$ cat src/rtl/reg_file_multi_if.sv
// Bus between the CPU pipeline and the multi-port register file.
// Decode/writeback drive the master side; the register file is the slave.
interface reg_file_multi_if #(
    parameter int DATA_W = 8,
    parameter int ADDR_W = 3,
    parameter int NRD    = 2
);
    logic [DATA_W-1:0]     IN;
    logic [ADDR_W-1:0]     INADDRESS;
    logic                  WRITE;
    logic                  BUSYWAIT;
    logic [NRD*ADDR_W-1:0] OUTADDR;
    logic [NRD*DATA_W-1:0] OUT;
    logic                  READY;

    modport master (
        output IN, INADDRESS, WRITE, BUSYWAIT, OUTADDR,
        input  OUT, READY
    );

    modport slave (
        input  IN, INADDRESS, WRITE, BUSYWAIT, OUTADDR,
        output OUT, READY
    );
endinterface

$ cat src/rtl/reg_file_multi.sv
// Multi-read-port register file with write-to-read forwarding, optional
// hard-wired zero register and a one-register-per-cycle clear engine.
module reg_file_multi #(
    parameter int DATA_W   = 8,
    parameter int ADDR_W   = 3,
    parameter int NRD      = 2,
    parameter int ZERO_REG = 0
) (
    input logic              CLK,
    input logic              RESET_N,
    reg_file_multi_if.slave  bus
);
    localparam int DEPTH = 1 << ADDR_W;

    typedef enum logic {CLEAR, RUN} state_t;

    state_t            state_q, state_d;
    logic [ADDR_W-1:0] ptr_q, ptr_d;
    logic [DATA_W-1:0] regs_q [DEPTH];
    logic [DATA_W-1:0] regs_d [DEPTH];

    logic                  we;
    logic                  wr_zero;
    logic [ADDR_W-1:0]     rd_addr;
    logic [NRD*DATA_W-1:0] out_d;

    always_comb begin
        we      = bus.WRITE & ~bus.BUSYWAIT & RESET_N & (state_q == RUN);
        wr_zero = (ZERO_REG != 0) && (bus.INADDRESS == '0);
    end

    always_comb begin
        state_d = state_q;
        ptr_d   = ptr_q;
        regs_d  = regs_q;
        if (state_q == CLEAR) begin
            regs_d[ptr_q] = '0;
            ptr_d         = ptr_q + ADDR_W'(1);
            if (ptr_q == ADDR_W'(DEPTH - 1)) begin
                state_d = RUN;
            end
        end else if (we && !wr_zero) begin
            regs_d[bus.INADDRESS] = bus.IN;
        end
    end

    // Reset only restarts the clear; register contents are left for the engine to wipe.
    always_ff @(posedge CLK) begin
        if (!RESET_N) begin
            state_q <= CLEAR;
            ptr_q   <= '0;
        end else begin
            state_q <= state_d;
            ptr_q   <= ptr_d;
            regs_q  <= regs_d;
        end
    end

    always_comb begin
        out_d   = '0;
        rd_addr = '0;
        if (state_q == RUN) begin
            for (int k = 0; k < NRD; k++) begin
                rd_addr = bus.OUTADDR[k*ADDR_W +: ADDR_W];
                if ((ZERO_REG != 0) && (rd_addr == '0)) begin
                    out_d[k*DATA_W +: DATA_W] = '0;
                end else if (we && (bus.INADDRESS == rd_addr)) begin
                    out_d[k*DATA_W +: DATA_W] = bus.IN;
                end else begin
                    out_d[k*DATA_W +: DATA_W] = regs_q[rd_addr];
                end
            end
        end
    end

    assign bus.OUT   = out_d;
    assign bus.READY = (state_q == RUN);
endmodule

$ cat src/flat_wrapper.sv
// flat-port wrapper written by rule: the top's interface ports become plain ports
module reg_file_multi_flat 
#(
    parameter int DATA_W   = 8,
    parameter int ADDR_W   = 3,
    parameter int NRD      = 2,
    parameter int ZERO_REG = 0
)
  (CLK, RESET_N, bus_IN, bus_INADDRESS, bus_WRITE, bus_BUSYWAIT, bus_OUTADDR, bus_OUT, bus_READY);
  reg_file_multi_if #(.DATA_W(DATA_W), .ADDR_W(ADDR_W), .NRD(NRD)) bus_i ();
  input logic CLK;
  input logic RESET_N;
  input wire logic [$bits(bus_i.IN)-1:0] bus_IN;
  input wire logic [$bits(bus_i.INADDRESS)-1:0] bus_INADDRESS;
  input wire logic [$bits(bus_i.WRITE)-1:0] bus_WRITE;
  input wire logic [$bits(bus_i.BUSYWAIT)-1:0] bus_BUSYWAIT;
  input wire logic [$bits(bus_i.OUTADDR)-1:0] bus_OUTADDR;
  output wire logic [$bits(bus_i.OUT)-1:0] bus_OUT;
  output wire logic [$bits(bus_i.READY)-1:0] bus_READY;
  assign bus_i.IN = bus_IN;
  assign bus_i.INADDRESS = bus_INADDRESS;
  assign bus_i.WRITE = bus_WRITE;
  assign bus_i.BUSYWAIT = bus_BUSYWAIT;
  assign bus_i.OUTADDR = bus_OUTADDR;
  assign bus_OUT = bus_i.OUT;
  assign bus_READY = bus_i.READY;
  reg_file_multi #(.DATA_W(DATA_W), .ADDR_W(ADDR_W), .NRD(NRD), .ZERO_REG(ZERO_REG)) u_core (.CLK(CLK), .RESET_N(RESET_N), .bus(bus_i));
endmodule
$ cat config.mk
export PLATFORM = sky130hd
export DESIGN_NAME = reg_file_multi_flat
export DESIGN_NICKNAME = d
export VERILOG_FILES = /design/src/rtl/reg_file_multi_if.sv /design/src/rtl/reg_file_multi.sv /design/src/flat_wrapper.sv
export SDC_FILE = /design/constraint.sdc
export NUM_CORES = 1
export LEC_CHECK = 0
export ABC_AREA = 1
export CAP_MARGIN = 20
export CORE_MARGIN = 8
export CORE_UTILIZATION = 50
export CTS_CLUSTER_SIZE = 8
export DETAILED_ROUTE_END_ITERATION = 12
export DONT_BUFFER_PORTS = 1
export PLACE_DENSITY = 0.68
export SETUP_SLACK_MARGIN = 0.05
export SYNTH_ARGS = -nofsm -noshare
export SYNTH_HDL_FRONTEND = slang
export SYNTH_SLANG_ARGS = --single-unit
$ cat constraint.sdc
create_clock -name CLK -period 1.4 [get_ports CLK]
set_input_delay 0.28 -clock CLK [delete_from_list [all_inputs] [get_ports CLK]]
set_output_delay 0.28 -clock CLK [all_outputs]
set_load 0.01 [all_outputs]
==> summary.md, run 1 <==
| Metric | Value |
|---|---|
| Status | finished with violations |
| Failing checks | setup timing |
| Cell Pwr Density | 913 mW/mm2 |
| Vias per cell | 5.95 |
| Worst endpoint required time | 1.12 ns |
| Worst Tran Pin Value | approximately 0.47 ns |
| Core Area | 0.00924 mm2 |
| RR Endpoint | u_core.regs_q[20] |
| Post-Syn Area | 0.00476 mm2 |
| Reg2reg setup slack | -0.11 ns |
| Cts bufs inserted | 9 |
| Largest net degree at the start of global routing | 38 |
| Max Slew Vio Count | 0 |
| DP Cell Count | ~800 |
| Port Buf Inserts | 0 |
| Vias | approximately 4,900 |
| Util after Layout | 0.619 |
| H-tree Lvls | 3 |
| Diode count | 0 |
| Slowest-stage cell, CP | dfxtp_2 |
| # setup viols final | 82 |
| YS warnings | 0 |
| Flops & latches, synth | 68 |
| Cells along the critical path | nand2_2 > inv_2 > nand2_4 > nor2_8 > nand2_4 > nand2_2 > nor2_1 > nor2_4 |
| DR iter-0 viols | just over 600 |
| Crit path arrival time | 1.45 ns |
| CTS tree | done |
| Final Hold Violating Endpoints | 0 |
| Clock Skews | around 0.0086 ns |
| Design Area, Final | 0.00572 mm2 |
| Crit-path max cell delay | 0.34 ns |
| Area Overhead vs Synth | 20.1% |
| # IOs | 38 |
| Fin Hold WS | 0.0537 ns |
| Nets | 713 |
| Routed WL | 16,800 um |
| Vias in the first global route | 4,476 |
| Worst Setup Start Kind | flip-flop |
| Reg2reg path depth | 8 |
| Leakage dissipation | around 2.4 nW |
| Skew-Pair Late Insertion Delay | ~0.35 ns |
| Final GP Congestion | between 0.9 and 1 |
| Worst-path clk slew | 0.08 ns |
| Die H | 114 um |
| Unrepaired setup endpoints after global routing | yes |
| Total GRT Usage | 0.263 |
| Hpwl dp | 12,100 um |
| Setup slack after layout | -0.330 ns |
| Min-Delay Path Class | in2reg |
| Sequential share of the synthesized area | 0.421 |
| Row count | 35 |
| Relative slew slack | 0.687 |
| Largest fanout on the critical path | 8 |
| Clk buf depth | 2 |
| Global-route wire length before repair | 25,800 um |
| Synthesized Nets | 687 |
| Setup_tns | -9.63 ns |
| Tmin final | 1.73 ns |
| Maximum vdd drop | between 0.6 and 0.7 mV |
| CTS sink count | 68 |
| Post-synthesis cell count | 664 |
| Most frequent cells in the layout | 197 x nand2_1, 164 x nand3_1, 64 x edfxtp_1 |
| Worst setup path startpoint | u_core.bus.READY |
| Final ANT Viol Nets | 0 |
| Max Cap Viol | 0 |
| DRT Pass-1 Iters | 6 |
| DR WL/cell | 20.4 um |
| Initial antenna violation count | 0 |
| Critical R2R Launch | u_core.bus.READY |
| Total power | 5.22 mW |
| Placement Cell Area | around 0.0051 mm2 |
| Fmax | 578 MHz |
| Grt total ovfl | 0 |
| Die ar. | between 0.01 and 0.015 mm2 |
| Post-Syn Area per Cell | between 7 and 8 um2 |
| Layout Cells excl Fill | approximately 820 |
| Capture point of the worst path | bus_OUT[0] |
| CP Capture Type | primary output |
| Fin crit share | 1.24 |
| DRC Markers | 0 |
| Synth cell types | 23 |
| Most common cell after layout, fill and taps aside | nand2_1 |
| Chip width | between 100 and 150 um |
| Root Driver | clkbuf_8 |
| Fraction of layout cells with a size suffix above 1 | 0.224 |
| Worst Path Class, Setup | reg2out |
| Worst slack at placement | -0.0394 ns |
| Initial core utilization | 0.515 |
==> how the worst min path moves through the flow <==
stage	cells after the start	slack (ns)	to	from
after detailed placement	2	0.41	u_core.bus.READY	RESET_N
after floorplan	2	0.39	u_core.bus.READY	RESET_N
after global routing	2	0.04	u_core.ptr_q[0]	RESET_N
after CTS	2	0.05	u_core.ptr_q[1]	RESET_N
after global placement	2	0.41	u_core.bus.READY	RESET_N
final	2	0.05	u_core.ptr_q[0]	RESET_N
==> worst max-delay path, delay by kind of cell, from the launching register on <==
family	cells	cell delay, ns
and+or+nand+nor	7	0.68
buffers and inverters	1	0.06
DFF	1	0.34
==> Yosys cell counts, drive strengths merged <==
library cell | n | area (um2)
o21ai | 68 | 340
o21a | 1 | 7.51
nor3 | 1 | 5.00
nand2 | 228 | 886
clkbuf | 3 | 11.3
a21oi | 3 | 15.0
nor2 | 56 | 307
buf | 33 | 190
edfxtp | 64 | 1920
inv | 32 | 125
nand3 | 169 | 846
dfxtp | 4 | 80.1
ha | 2 | 25.0
==> where the power goes <==
group	leakage (nW)	switching, mW	total [mW]	internal, mW
Clock	0.0926	0.797	1.61	0.812
Sequential	0.670	0.169	2.61	2.44
Combinational	1.64	0.610	1.00	0.390
==> flip-flops by register name, indices dropped and copies added (netlist names) <==
signal and cells:
u_core.bus.READY 1, u_core.regs_q 64, u_core.ptr_q 3
==> layer usage <==
layer	global-route usage	up-vias	share of wire
met4	0.117	0	0.035
li1	-	2302	-
met5	0	-	0
met2	0.414	269	0.46
met3	0.0507	41	0.091
met1	0.342	2294	0.41
==> timing repair <==
action	CTS	global route
pin swaps	12	8
hold buffers	0	0
gates cloned	0	1
setup buffers	7	1
gates resized for setup	62	48
setup endpoints to repair	59	141
==> logic make-up (layout without fill, tap and decap cells) <==
family	after synthesis	after routing	synth area share
compound gates	72	72	0.0762
fa+ha+maj	2	2	0.00526
buf+inv	68	99	0.0686
flops	68	68	0.421
simple gates	454	454	0.429
==> area by class of cell <==
type                       count  area [um2]
sequential                    68        2000
clock inverter                 7        67.6
clock buffer                   9         124
tap                          129         161
multi-input combinational    528        2660
timing repair buffer          51         546
inverter                      32         160
fill                         824        3520
Note: power is estimated with default switching activity, not from simulation.
==> inputs of run 2 (changes only) <==
CELL_PAD_IN_SITES_DETAIL_PLACEMENT = 1   (was unset)
CELL_PAD_IN_SITES_GLOBAL_PLACEMENT = 2   (was unset)
CORE_UTILIZATION = 37   (was 50)
CTS_CLUSTER_DIAMETER = 150   (was unset)
PLACE_DENSITY = 0.83   (was 0.68)
==> summary.md, run 2 (same netlist as run 1, synthesis figures left out) <==
| Metric | Value |
|---|---|
| Status | finished with violations |
| Failing checks | setup timing |
| Skew-Pair Late Insertion Delay | 0.35 ns (about the same) |
| Vias | 5,193 (+5.8%) |
| Initial core utilization | 0.379 (-0.136) |
| Global-route wire length before repair | 30,600 um (+19%) |
| Routed WL | 21,600 um (+28%) |
| Cells along the critical path | nand2_4 > inv_4 > nand2_8 > nor2_8 > buf_4 > nand3_1 > nand2_2 > nor2_4 |
| Maximum vdd drop | 0.627 mV (+1.8%) |
| Row count | 41 (+17%) |
| # setup viols final | 141 (+72%) |
| Die H | 129 um (+14%) |
| Relative slew slack | 0.644 (-0.0433) |
| CTS sink count | 68 (unchanged) |
| CP Capture Type | primary output |
| Placement Cell Area | 0.00528 mm2 (+3.1%) |
| Worst Tran Pin Value | 0.530 ns (+0.0644 ns) |
| Max FFs per register | 64 (unchanged) |
| WHS Path Cells | 2 (unchanged) |
| CP top delay family | simple AND/OR/NAND/NOR gates |
| Design Area, Final | 0.00692 mm2 (+21%) |
| Largest net degree at the start of global routing | 38 (unchanged) |
| RR Endpoint | u_core.regs_q[17] |
| Largest register by flop count | u_core.regs_q |
| Worst hold start | RESET_N |
| Clk buf depth | 2 (unchanged) |
| Grt total ovfl | 0 (unchanged) |
| Fin Hold WS | 0.0540 ns (+0.000348 ns) |
| Chip width | 129 um (+14%) |
| DR WL/cell | 24.3 um (+19%) |
| Vias per cell | 5.85 (-1.7%) |
| Leakage dissipation | 2.92 nW (+22%) |
| Fraction of layout cells with a size suffix above 1 | 0.387 (+0.163) |
| Cell Pwr Density | 880 mW/mm2 (-3.6%) |
| DR iter-0 viols | 445 (-26%) |
| DRC Markers | 0 (unchanged) |
| Final Hold Violating Endpoints | 0 (unchanged) |
| Final ANT Viol Nets | 0 (unchanged) |
| Vias in the first global route | 5,142 (+15%) |
| Hold EP | u_core.ptr_q[1] |
| CP bufs+invs | 2 (+1) |
| Fill count | 1,451 (+76%) |
| Crit-path max cell delay | 0.36 ns (+0.02 ns) |
| Root Driver | clkbuf_16 |
| Area Overhead vs Synth | 45.3% |
| Max Cap Viol | 0 (unchanged) |
| # IOs | 38 (unchanged) |
| Unrepaired setup endpoints after global routing | yes |
| Die ar. | 0.0167 mm2 (+30%) |
| Crit path arrival time | 1.51 ns (+0.06 ns) |
| CTS tree | done |
| Most frequent cells in the layout | 186 x nand2_1, 99 x nand3_1, 64 x edfxtp_1 |
| Clock Skews | 0.00582 ns (-0.00276 ns) |
| Cts bufs inserted | 9 (unchanged) |
| Fmax | 560 MHz (-3.2%) |
| Util after Layout | 0.550 (-0.0684) |
| Worst Setup Start Kind | flip-flop |
| Initial antenna violation count | 0 (unchanged) |
| Critical R2R Launch | u_core.bus.READY |
| Core Area | 0.0126 mm2 (+36%) |
| Fin crit share | 1.28 (+0.0406) |
| Hpwl dp | 13,900 um (+15%) |
| Port Buf Inserts | 0 (unchanged) |
| Setup slack after layout | -0.387 ns (-0.0569 ns) |
| Max Slew Vio Count | 0 (unchanged) |
| Reg2reg path depth | 9 (+1) |
| Largest fanout on the critical path | 4 (-4) |
| Tmin final | 1.79 ns (+0.0569 ns) |
| Worst Path Class, Setup | reg2out |
| Slowest-stage cell, CP | dfxtp_4 |
| Total GRT Usage | 0.249 (-0.0141) |
| Worst slack at placement | -0.229 ns (-0.190 ns) |
| DRT Pass-1 Iters | 5 (-1) |
| Nets | 733 (+2.8%) |
| Worst-path clk slew | 0.05 ns (-0.03 ns) |
| Final GP Congestion | 0.920 (-1.7%) |
| Most common cell after layout, fill and taps aside | nand2_1 |
| H-tree Lvls | 3 (unchanged) |
| Diode count | 0 (unchanged) |
| Worst endpoint required time | 1.12 ns (about the same) |
| Reg2reg setup slack | -0.27 ns (-0.16 ns) |
| Min-Delay Path Class | in2reg |
run 2: cell types whose count changed in the layout (fill, tap and decap cells not counted), sizes merged:
cell	change
inv	-2
bufinv	-1
clkinvlp	-2
buf	+18
clkbuf	+7
run 2: timing repair:
| action | CTS | global route |
|---|---|---|
| pin swaps | 10 | 21 |
| setup endpoints to repair | 144 | 145 |
| hold buffers | 0 | 0 |
| cloned | 4 | 4 |
| resized for setup | 43 | 276 |
| buffers inserted | 7 | 10 |
run 2: per-layer routing:
layer	track usage	vias to the layer above	share of wire
li1	-	2363	-
met1	0.329	2606	0.43
met2	0.383	182	0.48
met3	0.0468	42	0.059
met4	0.120	0	0.033
met5	0	-	0
run 2: per-stage QoR:
stage                     total power, mW  instances  setup TNS [ns]
after floorplan                      3.26        664               0
after detailed placement             3.60        846           -5.65
after CTS                            5.82        873           -9.08
final                                6.09        887          -21.84
after global routing                 6.30        887          -26.36
after global placement               3.56        846           -2.75
run 2: worst max path at each step:
stage | from | end | cells past startpoint
floorplan | bus_OUTADDR[4] | bus_OUT[13] | 9
global placement | bus_OUTADDR[3] | bus_OUT[15] | 8
detailed placement | bus_OUTADDR[3] | bus_OUT[15] | 8
CTS | u_core.bus.READY | bus_OUT[4] | 8
global route | u_core.bus.READY | bus_OUT[4] | 8
finish | u_core.bus.READY | bus_OUT[15] | 8
run 2: where the power goes:
part	switching (mW)	internal, mW	leakage [nW]
clock network	0.847	1.34	0.140
registers	0.204	2.45	0.670
logic	0.742	0.512	2.11
run 2: layout make-up:
class,count,area [um2],area share
Clock buffer,14,274,0.0396
Multi-Input combinational cell,528,3260,0.472
Timing Repair Buffer,71,985,0.142
Inverter,32,165,0.0239
Clock inverter,2,8.76,0.00127
Tap cell,172,215,0.0311
Sequential cell,68,2010,0.290
==> inputs of run 3 (changes only) <==
CORE_MARGIN = 2   (was 8)
==> summary.md, run 3 (same netlist as run 1, synthesis figures left out) <==
| Metric | Value |
|---|---|
| Status | finished with violations |
| Failing checks | setup timing |
| Fill count | 1,601 (+10%) |
| CTS tree | done |
| Routed WL | 18,700 um (-13%) |
| CP top delay family | simple AND/OR/NAND/NOR gates |
| H-tree Lvls | 3 (unchanged) |
| Slowest-stage cell, CP | edfxtp_1 |
| DR iter-0 viols | 407 (-8.5%) |
| Skew-Pair Late Insertion Delay | 0.35 ns (about the same) |
| Tmin final | 1.77 ns (-0.0166 ns) |
| Cells along the critical path | nand2_1 > nand3_1 > nand2_1 > nor2_1 > nor2_1 > nor2_2 |
| Worst Path Class, Setup | reg2out |
| Sequential share of power | 0.464 (+0.029) |
| Total GRT Usage | 0.278 (+0.0290) |
| Initial core utilization | 0.379 (unchanged) |
| Clock power frac | 0.355 (-0.004) |
| Post-CTS Hold Buffers | 0 (unchanged) |
| Hold EP | u_core.bus.READY |
| Critical R2R Launch | u_core.bus.READY |
| Largest net degree at the start of global routing | 37 (-2.6%) |
| Die H | 117 um (-9.3%) |
| Max Cap Viol | 0 (unchanged) |
| Reg2reg path depth | 7 (-2) |
| Diode count | 0 (unchanged) |
| DRC Markers | 0 (unchanged) |
| CTS sink count | 68 (unchanged) |
| Hpwl dp | 13,700 um (-1.3%) |
| Setup slack after layout | -0.370 ns (+0.0166 ns) |
| Port Buf Inserts | 0 (unchanged) |
| Fin Hold WS | 0.0489 ns (-0.00509 ns) |
| DR WL/cell | 21.6 um (-11%) |
| Chip width | 117 um (-9.3%) |
| RR Endpoint | u_core.regs_q[9] |
| CP Capture Type | primary output |
| Cell Pwr Density | 986 mW/mm2 (+12%) |
| Worst Tran Pin Value | 0.308 ns (-0.221 ns) |
| Total power | 5.66 mW (-7.1%) |
| Nets | 712 (-2.9%) |
| Sw Pwr | 1.63 mW (-8.8%) |
| Final GP Congestion | 0.907 (-1.4%) |
| Die ar. | 0.0138 mm2 (-18%) |
| Crit path arrival time | 1.49 ns (-0.02 ns) |
| Row count | 41 (unchanged) |
| Worst-path clk slew | 0.05 ns (about the same) |
| Vias per cell | 5.71 (-2.5%) |
| Vias | 4,936 (-4.9%) |
| Cts bufs inserted | 9 (unchanged) |
| Fmax | 565 MHz (+0.94%) |
| Unrepaired setup endpoints after global routing | yes |
| # IOs | 38 (unchanged) |
| Core Area | 0.0126 mm2 (unchanged) |
| Leakage dissipation | 2.39 nW (-18%) |
| # setup viols final | 19 (-87%) |
| Most frequent cells in the layout | 202 x nand2_1, 161 x nand3_1, 64 x edfxtp_1 |
| Clock Skews | 0.00496 ns (-0.000851 ns) |
| Root Driver | clkbuf_16 |
| Max Slew Vio Count | 0 (unchanged) |
| Vias in the first global route | 4,834 (-6.0%) |
| CP bufs+invs | 0 (-2) |
| Setup_tns | -5.25 ns (+16.59 ns) |
| Layout Cells excl Fill | 865 (-2.5%) |
| Crit-path max cell delay | 0.42 ns (+0.06 ns) |
| Worst hold start | RESET_N |
| Most common cell after layout, fill and taps aside | nand2_1 |
| DRT Pass-1 Iters | 5 (unchanged) |
| Fin crit share | 1.26 (-0.0119) |
| Relative slew slack | 0.794 (+0.150) |
| Switching Share | 0.289 (-0.00542) |
| Maximum vdd drop | 0.629 mV (+0.36%) |
| Largest fanout on the critical path | 3 (-1) |
| Final ANT Viol Nets | 0 (unchanged) |
| Fraction of layout cells with a size suffix above 1 | 0.208 (-0.180) |
| Worst endpoint required time | 1.12 ns (about the same) |
| Final Hold Violating Endpoints | 0 (unchanged) |
| Area Overhead vs Synth | 20.5% |
| Reg2reg setup slack | 0 ns (+0.27 ns) |
| Combinational group share of total power | 0.181 (-0.025) |
| WHS Path Cells | 2 (unchanged) |
| Stages on the worst setup path | 6 (-2) |
| Power Internal | 4.02 mW (-6.3%) |
| Min-Delay Path Class | in2reg |
| Largest register by flop count | u_core.regs_q |
| Clk buf depth | 2 (unchanged) |
| Global-route wire length before repair | 29,000 um (-5.4%) |
| Worst slack at placement | -0.0765 ns (+0.152 ns) |
| Initial antenna violation count | 1 (+1) |
| DP Cell Count | 846 (unchanged) |
| Max FFs per register | 64 (unchanged) |
| Worst Setup Start Kind | flip-flop |
| Grt total ovfl | 0 (unchanged) |
-- run 3: changes by cell type in the layout (fill, tap and decap cells not counted), sizes merged --
cell    change
buf        -18
clkbuf      -6
clkinv      -1
inv         +3
-- run 3: stage by stage --
step	util	instance area, um2
floorplan	-	4770
global placement	0.420	5280
detailed placement	0.420	5280
CTS	0.448	5640
global route	0.456	5740
finish	0.456	5740
-- run 3: cell type report --
cell class                 instances  area [um2]  share of cell area
clock buffer                      11         233              0.0406
tap                              172         215              0.0375
multi-input combinational        528        2580               0.450
inverter                          32         130              0.0227
clock inverter                     4        17.5             0.00305
timing repair buffer              50         553              0.0964
sequential                        68        2000               0.349
-- run 3: worst max-delay path by stage --
stage,endpoint,start
2_1_floorplan,bus_OUT[13],bus_OUTADDR[4]
3_3_place_gp,bus_OUT[4],bus_WRITE
3_5_place_dp,bus_OUT[4],bus_WRITE
4_1_cts,bus_OUT[10],u_core.bus.READY
5_1_grt,bus_OUT[10],u_core.bus.READY
6_report,bus_OUT[4],u_core.regs_q[52]
-- run 3: repair_timing --
item	in CTS	in global routing
pin swaps	12	4
endpoints found under the setup margin	69	144
resized for setup	31	43
setup buffers	3	1
-- run 3: power groups by stage --
stage	registers [mW]	clock network [mW]	logic [mW]
after floorplan	2.58	0	0.688
after global placement	2.64	0	0.923
after detailed placement	2.65	0	0.962
after CTS	2.61	2.05	0.993
after global routing	2.64	2.14	1.14
final	2.62	2.01	1.02
-- run 3: layer usage --
metal  routed length, um  vias up  part of all wire  global-route usage
li1                    -     2293                 -                   -
met1                8660     2459              0.46               0.395
met2                8550      150              0.46               0.428
met3                 959       34             0.051              0.0355
met4                 546        0             0.029               0.110
met5                   0        -                 0                   0
